--- config.mk ---
export PLATFORM = sky130hd
export DESIGN_NAME = spike_sram_arbiter
export DESIGN_NICKNAME = d
export VERILOG_FILES = /design/src/rtl/spike_arb_pkg.sv /design/src/rtl/spike_pb_fifo.sv /design/src/rtl/spike_sram_arbiter.sv
export SDC_FILE = /design/constraint.sdc
export NUM_CORES = 1
export LEC_CHECK = 0
export ABC_AREA = 1
export BUFFER_PORTS_ARGS = -buffer_cell sky130_fd_sc_hd__buf_4
export CORE_UTILIZATION = 49
export CTS_CLUSTER_DIAMETER = 80
export DETAILED_ROUTE_END_ITERATION = 10
export MAX_ROUTING_LAYER = met4
export PLACE_DENSITY_LB_ADDON = 0.08
export SLEW_MARGIN = 10
export SYNTH_ARGS = -nofsm -noshare
export SYNTH_HDL_FRONTEND = slang
export SYNTH_SLANG_ARGS = --single-unit
--- constraint.sdc ---
create_clock -name CLK -period 4.1 [get_ports CLK]
set_input_delay 0.82 -clock CLK [delete_from_list [all_inputs] [get_ports CLK]]
set_output_delay 0.82 -clock CLK [all_outputs]
set_load 0.005 [all_outputs]
--- src/rtl/spike_arb_pkg.sv ---
// Shared types for the spike SRAM arbiter: the owner tag that names
// who drives the SRAM port in a cycle, and the pushback buffer entry.
package spike_arb_pkg;

  // Field widths of a pushback entry. These match the default core of
  // 256 one-byte spike entries.
  localparam int SPIKE_ADDR_W = 8;
  localparam int SPIKE_DATA_W = 8;

  typedef enum logic [1:0] {
    OWN_NONE,
    OWN_OBI,
    OWN_FILT,
    OWN_PB
  } owner_e;

  typedef struct packed {
    logic [SPIKE_ADDR_W-1:0] addr;
    logic [SPIKE_DATA_W-1:0] data;
  } pb_entry_t;

  // Byte-lane write strobe for a byte address within a 32-bit word.
  function automatic logic [3:0] byte_onehot(input logic [1:0] sel);
    return 4'b0001 << sel;
  endfunction

endpackage

--- src/rtl/spike_pb_fifo.sv ---
// Small synchronous FIFO that holds AER pushback entries until the
// arbiter finds a free SRAM cycle. Full/empty derive only from the
// registered count, so the ready signal has no path from a pop.
module spike_pb_fifo #(
  parameter int DEPTH = 4,
  parameter int WIDTH = 16
) (
  input  logic                         clk,
  input  logic                         rst,
  input  logic                         push,
  input  logic [WIDTH-1:0]             wdata,
  input  logic                         pop,
  output logic [WIDTH-1:0]             rdata,
  output logic                         full,
  output logic                         empty,
  output logic [$clog2(DEPTH+1)-1:0]   count
);

  localparam int PW = $clog2(DEPTH);
  localparam int CW = $clog2(DEPTH+1);

  logic [WIDTH-1:0] mem [DEPTH];
  logic [PW-1:0]    wr_ptr;
  logic [PW-1:0]    rd_ptr;
  logic             do_push;
  logic             do_pop;

  assign full    = (count == CW'(DEPTH));
  assign empty   = (count == '0);
  assign do_push = push && !full;
  assign do_pop  = pop && !empty;
  assign rdata   = mem[rd_ptr];

  // Storage array; contents need no reset because the pointers gate them.
  always_ff @(posedge clk) begin
    if (do_push) begin
      mem[wr_ptr] <= wdata;
    end
  end

  // Pointers wrap naturally at a power-of-two depth; count tracks occupancy.
  always_ff @(posedge clk) begin
    if (rst) begin
      wr_ptr <= '0;
      rd_ptr <= '0;
      count  <= '0;
    end else begin
      if (do_push) begin
        wr_ptr <= wr_ptr + PW'(1);
      end
      if (do_pop) begin
        rd_ptr <= rd_ptr + PW'(1);
      end
      case ({do_push, do_pop})
        2'b10:   count <= count + CW'(1);
        2'b01:   count <= count - CW'(1);
        default: count <= count;
      endcase
    end
  end

endmodule

--- src/rtl/spike_sram_arbiter.sv ---
// Arbiter for the single-port spike SRAM word port shared by the OBI
// bus slave, the spike filter scan and the AER pushback path. Grants
// are combinational, responses arrive exactly one cycle later, and
// pushback writes are buffered so none is lost on a collision.
module spike_sram_arbiter
  import spike_arb_pkg::*;
#(
  parameter int N            = 256,
  parameter int INPUT_RESO   = 8,
  parameter int PB_DEPTH     = 4,
  parameter int STARVE_LIMIT = 8
) (
  input  logic                    CLK,
  input  logic                    RST,
  input  logic                    obi_req_i,
  input  logic                    obi_we_i,
  input  logic [3:0]              obi_be_i,
  input  logic [$clog2(N)-3:0]    obi_addr_i,
  input  logic [31:0]             obi_wdata_i,
  output logic                    obi_gnt_o,
  output logic                    obi_rvalid_o,
  output logic [31:0]             obi_rdata_o,
  input  logic                    filt_req_i,
  input  logic [$clog2(N)-3:0]    filt_addr_i,
  output logic                    filt_gnt_o,
  output logic                    filt_rvalid_o,
  output logic [31:0]             filt_rdata_o,
  input  logic                    pb_valid_i,
  input  logic [$clog2(N)-1:0]    pb_addr_i,
  input  logic [INPUT_RESO-1:0]   pb_data_i,
  output logic                    pb_ready_o,
  output logic                    sram_en_o,
  output logic [3:0]              sram_we_o,
  output logic [$clog2(N)-3:0]    sram_addr_o,
  output logic [31:0]             sram_wdata_o,
  input  logic [31:0]             sram_rdata_i,
  output logic                    busy_o
);

  localparam int BW = $clog2(N);
  localparam int SW = $clog2(STARVE_LIMIT+1);
  localparam int CW = $clog2(PB_DEPTH+1);
  localparam logic [SW-1:0] STARVE_MAX = SW'(STARVE_LIMIT);

  owner_e          owner;
  owner_e          owner_q;
  logic [SW-1:0]   starve_cnt;
  pb_entry_t       in_entry;
  pb_entry_t       head_entry;
  logic            fifo_full;
  logic            fifo_empty;
  logic [CW-1:0]   fifo_count;
  logic            push;
  logic            pop;

  assign in_entry.addr = pb_addr_i;
  assign in_entry.data = pb_data_i;
  assign pb_ready_o    = !fifo_full;
  assign push          = pb_valid_i && pb_ready_o;
  assign pop           = (owner == OWN_PB);

  spike_pb_fifo #(
    .DEPTH (PB_DEPTH),
    .WIDTH ($bits(pb_entry_t))
  ) u_pb_fifo (
    .clk   (CLK),
    .rst   (RST),
    .push  (push),
    .wdata (in_entry),
    .pop   (pop),
    .rdata (head_entry),
    .full  (fifo_full),
    .empty (fifo_empty),
    .count (fifo_count)
  );

  // Pick this cycle's owner; a full buffer wins so pushback never stalls
  // forever, and a starved filter beats the bus. Nothing is granted while
  // reset is held so buffered entries are dropped rather than written.
  always_comb begin
    owner = OWN_NONE;
    if (RST) begin
      owner = OWN_NONE;
    end else if (fifo_full) begin
      owner = OWN_PB;
    end else if (filt_req_i && (starve_cnt == STARVE_MAX)) begin
      owner = OWN_FILT;
    end else if (obi_req_i) begin
      owner = OWN_OBI;
    end else if (filt_req_i) begin
      owner = OWN_FILT;
    end else if (!fifo_empty) begin
      owner = OWN_PB;
    end
  end

  // Drive the SRAM port from whichever requester owns it this cycle.
  always_comb begin
    sram_en_o    = 1'b0;
    sram_we_o    = '0;
    sram_addr_o  = '0;
    sram_wdata_o = '0;
    case (owner)
      OWN_OBI: begin
        sram_en_o    = 1'b1;
        sram_we_o    = obi_we_i ? obi_be_i : 4'b0000;
        sram_addr_o  = obi_addr_i;
        sram_wdata_o = obi_wdata_i;
      end
      OWN_FILT: begin
        sram_en_o    = 1'b1;
        sram_addr_o  = filt_addr_i;
      end
      OWN_PB: begin
        sram_en_o    = 1'b1;
        sram_we_o    = byte_onehot(head_entry.addr[1:0]);
        sram_addr_o  = head_entry.addr[BW-1:2];
        sram_wdata_o = {4{head_entry.data}};
      end
      default: begin
        sram_en_o    = 1'b0;
      end
    endcase
  end

  // Remember who owned the port so the response goes back to them.
  always_ff @(posedge CLK) begin
    if (RST) begin
      owner_q <= OWN_NONE;
    end else begin
      owner_q <= owner;
    end
  end

  // Count consecutive cycles the filter asked and lost, saturating.
  always_ff @(posedge CLK) begin
    if (RST) begin
      starve_cnt <= '0;
    end else if (!filt_req_i || (owner == OWN_FILT)) begin
      starve_cnt <= '0;
    end else if (starve_cnt != STARVE_MAX) begin
      starve_cnt <= starve_cnt + SW'(1);
    end
  end

  assign obi_gnt_o     = (owner == OWN_OBI);
  assign filt_gnt_o    = (owner == OWN_FILT);
  assign obi_rvalid_o  = (owner_q == OWN_OBI);
  assign filt_rvalid_o = (owner_q == OWN_FILT);
  assign obi_rdata_o   = obi_rvalid_o ? sram_rdata_i : 32'h0;
  assign filt_rdata_o  = filt_rvalid_o ? sram_rdata_i : 32'h0;
  assign busy_o        = (fifo_count != '0) || obi_rvalid_o || filt_rvalid_o;

endmodule

==> flow_summary.yaml, run 1 <==
clock_network:
  cts_setup_buffers: 0
  worstSkewPairLatency_ps: 340
  cts_made_buffers: 9
  htree_levels: 3
  cts_hold_buf: 0
  cts_resized: 0
  cts_buffer_depth: 2
  cts_root_buf: "clkbuf_8"
  clk_pin_slew_ps: 80
  tritoncts: "built"
  cts.sinks: 79
logic_synthesis:
  ys_seq_area_share_pct: 54.28
  avgSynthCellArea_um2: 8.406
  syn_area_um2: 4094
  ys_top_cells_by_area: "edfxtp_1 (47%), nor2_1 (10%), nand2_1 (9.6%)"
  synth_adder_area_share_pct: 2.628
  synth_nets: 597
  synth_xor_area_share_pct: 0.8557
  synth_top_family_by_area: "simple AND/OR/NAND/NOR gates"
  synth_top_area_share_pct: 46.94
  yosys_warnings: 0
  synthSimpleGateAreaFrac_pct: 25.40
  synthMuxAreaShare_pct: 0
  syn-instance-count: 487
  synth_compound_area_share_pct: 8.221
  synth-seq-cells: 79
  synth_top_area_cell: "edfxtp_1"
  synth_cell_types: 23
finish:
  n_antenna_cell: 0
  area_growth_pct: 45.17
  drive_gt1_share_pct: 34.81
  layout.nets: 804
  design_area_um2: 5943
  final_util_pct: 75.35
sta:
  period_share_pct: 78.98
  fmax_ghz: 0.3088
  finalClockSkew_ps: 9.562
  fin_setup_tns_ps: 0
  grt_setup_unrepaired: "no"
  min_period_ps: 3238
  drv_slew: 0
  hold_violations: 0
  worst_pin_slew_ps: 1031
  finalSetupViolCount: 0
  maxSlewHeadroom_pct: 31.08
global_routing:
  grt_pass1_wl_mm: 18.14
  grt_use_met3_pct: 6.098
  grt_usage_pct: 29.37
  grt_pass1_vias: 3666
  busiest_layer: "met2"
  grt_start_max_net_pins: 44
  gr-total-overflow: 0
  grtUsageMet2_pct: 49.20
  grtUsageMet1_pct: 34.10
  antenna_found_initial: 0
critical_path:
  crit_fanout: 33
  critPathCaptureType: "output port"
  crit_type: "register to output port"
  worstPathRequired_ps: 3280
  start_kind: "register"
  arrival_ps: 2420
pwr:
  p_int_mw: 1.516
  seqPwrFrac_pct: 44.7
  p_comb_share_pct: 26.3
  swShare_pct: 27.55
  vdd_drop_max_mv: 0.2976
  cellLeakagePower_nw: 3.017
  power.density_nw_per_um2: 352.0
  clkPwrFrac_pct: 29.0
  power.switching_mw: 0.5762
  fin_total_pwr_mw: 2.092
routing:
  final_antenna_net_count: 0
  drt_wl_total_mm: 12.81
  drtPass1Iterations: 5
  drc: 0
  initialDrtViolationCount: 225
  via_per_inst: 5.073
  wl_per_cell_um: 16.01
  num_vias: 4058
outcome:
  status: "finished, final reports clean"
placement:
  portBuffers: 214
  postPlaceCellArea_um2: 5733
  dp_hpwl_mm: 9.565
  globalplace.congestion: 0.8035
die:
  die_y_um: 93.41
  die_width_um: 93.41
  pin_count: 215
  initial_core_util_pct: 51.90
  core_area_um2: 7888
  fp-row-count: 32
  dieArea_um2: 8724
worst_hold_path:
  hp-class: "register to register"
job:
  maxCapViolCount: 0
-- layout make-up --
cell class | instances | area, µm²
flip-flops and latches | 79 | 2222
clock buffers | 10 | 127.6
multi-input cells | 326 | 1529
inverters | 62 | 232.7
well taps | 102 | 127.6
repair buffers | 216 | 1622
fillers | 589 | 1944
clock inverters | 5 | 82.58
-- cell usage in the layout (no fill, tap or decap) --
cell type | Yosys | routed
edfxtp_1 | 64 | 64
inv_1 | 61 | 61
a21oi_1 | 8 | 8
o21ai_0 | 40 | 40
o22ai_1 | 14 | 14
nand3_1 | 22 | 22
nor2_4 | 2 | 2
clkbuf_1 | 10 | 1
dfxtp_1 | 15 | 15
nand4_1 | 3 | 3
clkinv_2 | 0 | 1
nor2_8 | 2 | 2
inv_6 | 0 | 1
nor2_1 | 113 | 109
nor2_2 | 1 | 5
clkinv_4 | 0 | 1
nand2_1 | 105 | 105
bufinv_16 | 0 | 2
fa_1 | 1 | 1
ha_1 | 7 | 7
buf_4 | 0 | 216
inv_2 | 1 | 1
xor2_1 | 4 | 4
clkbuf_8 | 0 | 9
nand2_4 | 1 | 1
o22a_1 | 1 | 1
nand2_2 | 2 | 2
-- metrics by stage --
stage	instances	worst slack, ps	hold slack (ps)
6_report	800	861.8	508.3
5_1_grt	800	643.8	522.9
4_1_cts	800	855.8	502.9
3_5_place_dp	785	1082	485.3
3_3_place_gp	785	1153	474.0
2_1_floorplan	487	1590	453.8
-- Yosys cell counts --
cell type / n
nor2_4: 2
nor2_1: 113
edfxtp_1: 64
a21oi_1: 8
fa_1: 1
nor2_2: 1
o22a_1: 1
clkbuf_1: 10
dfxtp_1: 15
inv_2: 1
buf_6: 6
nand2_4: 1
xor2_1: 4
nand2_1: 105
o22ai_1: 14
nand4_1: 3
nor2_8: 2
inv_1: 61
nand2_2: 2
nand3_1: 22
buf_1: 4
ha_1: 7
o21ai_0: 40
-- power groups by stage --
stage | registers [mW] | clock network (mW) | logic (mW)
after CTS | 0.935 | 0.607 | 0.550
final | 0.935 | 0.606 | 0.551
after floorplan | 0.947 | 0 | 0.260
after global placement | 0.950 | 0 | 0.536
after global routing | 0.939 | 0.635 | 0.600
after detailed placement | 0.952 | 0 | 0.545
-- registers in the layout, summed over array words and instances, names as in the netlist, named ones only --
register / cells
owner_q: 2
starve_cnt: 4
u_pb_fifo.count: 3
u_pb_fifo.mem: 64
u_pb_fifo.rd_ptr: 2
u_pb_fifo.wr_ptr: 2
-- per-layer routing --
| metal | routed length [µm] | up-vias |
|---|---|---|
| met1 | 4949 | 1863 |
| met4 | 347 | 0 |
| met2 | 6415 | 190 |
| met5 | 0 | - |
| met3 | 1095 | 25 |
| li1 | - | 1980 |
-- final timing paths --
path	end	slack, ps	cells past startpoint	startpoint
worst max-delay path	sram_wdata_o[24]	860	7	register
worst min-delay path	register	510	2	u_pb_fifo.rd_ptr[1]
worst max register to register	u_pb_fifo.count[2]	1450	14	starve_cnt[0]
worst min register to register	register	510	2	u_pb_fifo.rd_ptr[1]
-- worst max-delay path, stage by stage, from the launching register on --
cell     delay (ps)
dfxtp_1         300
buf_4           230
inv_1           730
o21ai_0         160
o22ai_1         220
nand2_1         170
nand2_1         140
buf_4           120
-- kinds of logic (layout without fill, tap and decap cells) --
group                      after synthesis  count (layout)
buffers and inverters                   82             293
DFF                                     79              79
adders and majority gates                8               8
xor gates and xnor gates                 4               4
and+or+nand+nor                        251             251
AOI/OAI and AO/OA                       63              63
(Power assumes the default switching activity.)
==> run 2, diff against run 1 <==
--- a/config.mk
+++ b/config.mk
@@ -7,7 +7,7 @@
 export LEC_CHECK = 0
 export ABC_AREA = 1
 export BUFFER_PORTS_ARGS = -buffer_cell sky130_fd_sc_hd__buf_4
-export CORE_UTILIZATION = 49
+export CORE_UTILIZATION = 41
 export CTS_CLUSTER_DIAMETER = 80
 export DETAILED_ROUTE_END_ITERATION = 10
 export MAX_ROUTING_LAYER = met4
==> constraint.sdc (replaced) <==
create_clock -name CLK -period 2.83 [get_ports CLK]
set_input_delay 0.566 -clock CLK [delete_from_list [all_inputs] [get_ports CLK]]
set_output_delay 0.566 -clock CLK [all_outputs]
set_load 0.005 [all_outputs]
==> flow_summary.yaml, run 2 (same netlist as run 1, synthesis figures left out) <==
routing:
  drt_wl_total_mm: 13.26
  drc: 0
  num_vias: 4070
  final_antenna_net_count: 0
  initialDrtViolationCount: 220
  wl_per_cell_um: 15.68
  drtPass1Iterations: 5
  via_per_inst: 4.811
sta:
  fmax_ghz: 0.3717
  grt_setup_unrepaired: "no"
  min_period_ps: 2690
  worst_pin_slew_ps: 959.3
  hold_violations: 0
  finalSetupViolCount: 0
  maxSlewHeadroom_pct: 35.97
  period_share_pct: 95.07
  finalClockSkew_ps: 7.847
  drv_slew: 0
clock_network:
  cts_root_buf: "clkbuf_8"
  htree_levels: 3
  cts_hold_buf: 0
  clk_pin_slew_ps: 80
  cts_made_buffers: 9
  cts.sinks: 79
  tritoncts: "built"
  worstSkewPairLatency_ps: 340
  cts_buffer_depth: 2
die:
  core_area_um2: 9729
  die_y_um: 101.9
  pin_count: 215
  die_width_um: 101.9
  dieArea_um2: 10390
  initial_core_util_pct: 42.08
  fp-row-count: 36
outcome:
  status: "finished, final reports clean"
critical_path:
  r2r_cells: 14
  worstPathRequired_ps: 2260
  start_kind: "register"
  critPathCaptureType: "output port"
  arrival_ps: 2120
  r2r_slack_ps: 460
  crit_fanout: 18
  crit_type: "register to output port"
worst_hold_path:
  hp-class: "primary input to register"
  whs_path_depth: 1
pwr:
  vdd_drop_max_mv: 0.4364
  clkPwrFrac_pct: 31.2
  power.switching_mw: 0.8724
  swShare_pct: 27.35
  cellLeakagePower_nw: 3.099
  power.density_nw_per_um2: 518.0
  seqPwrFrac_pct: 42.3
  p_int_mw: 2.318
  p_comb_share_pct: 26.5
placement:
  postPlaceCellArea_um2: 5837
  globalplace.congestion: 0.7993
  dp_cells: 826
  portBuffers: 214
  dp_hpwl_mm: 9.951
job:
  maxCapViolCount: 0
finish:
  seqCellArea_um2: 2223
  largest_reg_flops: 64
  layout.nets: 817
  area_growth_pct: 50.43
  multi_input_area_um2: 1565
  largestRegisters: "u_pb_fifo.mem: 64 flops, starve_cnt: 4 flops, u_pb_fifo.count: 3 flops"
  final_cell_mix: "buf_4 (225), nor2_1 (112), nand2_1 (100)"
  drive_gt1_share_pct: 36.52
  fillers: 835
  final_common_cell: "buf_4"
  final_cell_count_no_fill: 846
  design_area_um2: 6158
  largest_register: "u_pb_fifo.mem"
global_routing:
  gr-total-overflow: 0
  grt_pass1_vias: 3413
  grt_use_met3_pct: 6.088
  antenna_found_initial: 1
  grt_start_max_net_pins: 34
  grt_pass1_wl_mm: 18.22
  grtUsageMet1_pct: 28.49
  grt_usage_pct: 24.98
  busiest_layer: "met2"
  grtUsageMet2_pct: 44.23
## run 2: what timing repair did
action                                 CTS  global route
endpoints found under the hold margin    0             0
cloned                                   1             1
gates resized for setup                  3             8
pin swaps                                0             1
setup endpoints to repair                4            39
buffers inserted                         0             1
## run 2: critical path, stage by stage, from the launching register on
cell and delay [ps]:
dfxtp_2 360, inv_1 50, ha_1 200, nand4_1 120, nand2_1 70, nand2_2 140
nand2_8 140, nor2_8 130, buf_8 190, nand2_1 160, nand2_1 100, buf_4 110
## run 2: path summary, 6_finish.rpt
check / start / to
hold / removal: pb_data_i[6] / u_pb_fifo.mem[0][6]
setup reg to reg: starve_cnt[0] / u_pb_fifo.count[2]
setup / recovery: starve_cnt[0] / sram_wdata_o[10]
hold reg to reg: u_pb_fifo.rd_ptr[1] / register
## run 2: metrics by stage
step	hold slack (ps)	setup WS (ps)	total power [mW]	utilization, %	setup TNS, ps
after detailed placement	491.5	314.0	2.188	59.99	0
after CTS	410.6	-2.600	3.182	62.73	-2.600
after global placement	479.2	377.6	2.177	59.99	0
after floorplan	453.8	534.8	1.750	-	0
after global routing	394.8	1.155	3.342	63.30	0
final	418.5	139.5	3.190	63.30	0
## run 2: metal layers
| layer | part of all wire, % | up-vias |
|---|---|---|
| li1 | - | 2009 |
| met1 | 37 | 1842 |
| met2 | 52 | 193 |
| met3 | 8.5 | 26 |
| met4 | 2.5 | 0 |
| met5 | 0 | - |
## run 2: final cells by class
class                           count  area share, %
Sequential cell                    79          36.10
Timing Repair Buffer              227          28.00
Multi-Input combinational cell    328          25.42
Inverter                           62          3.779
Tap cell                          133          2.702
Clock buffer                       10          2.072
Clock inverter                      6          1.889
Antenna cell                        1        0.04063
## run 2: power groups by stage
stage	registers, mW	clock network (mW)	logic [mW]
after CTS	1.35	1.00	0.829
after global placement	1.37	0	0.802
after floorplan	1.37	0	0.377
after detailed placement	1.38	0	0.811
after global routing	1.36	1.06	0.929
final	1.35	0.995	0.845
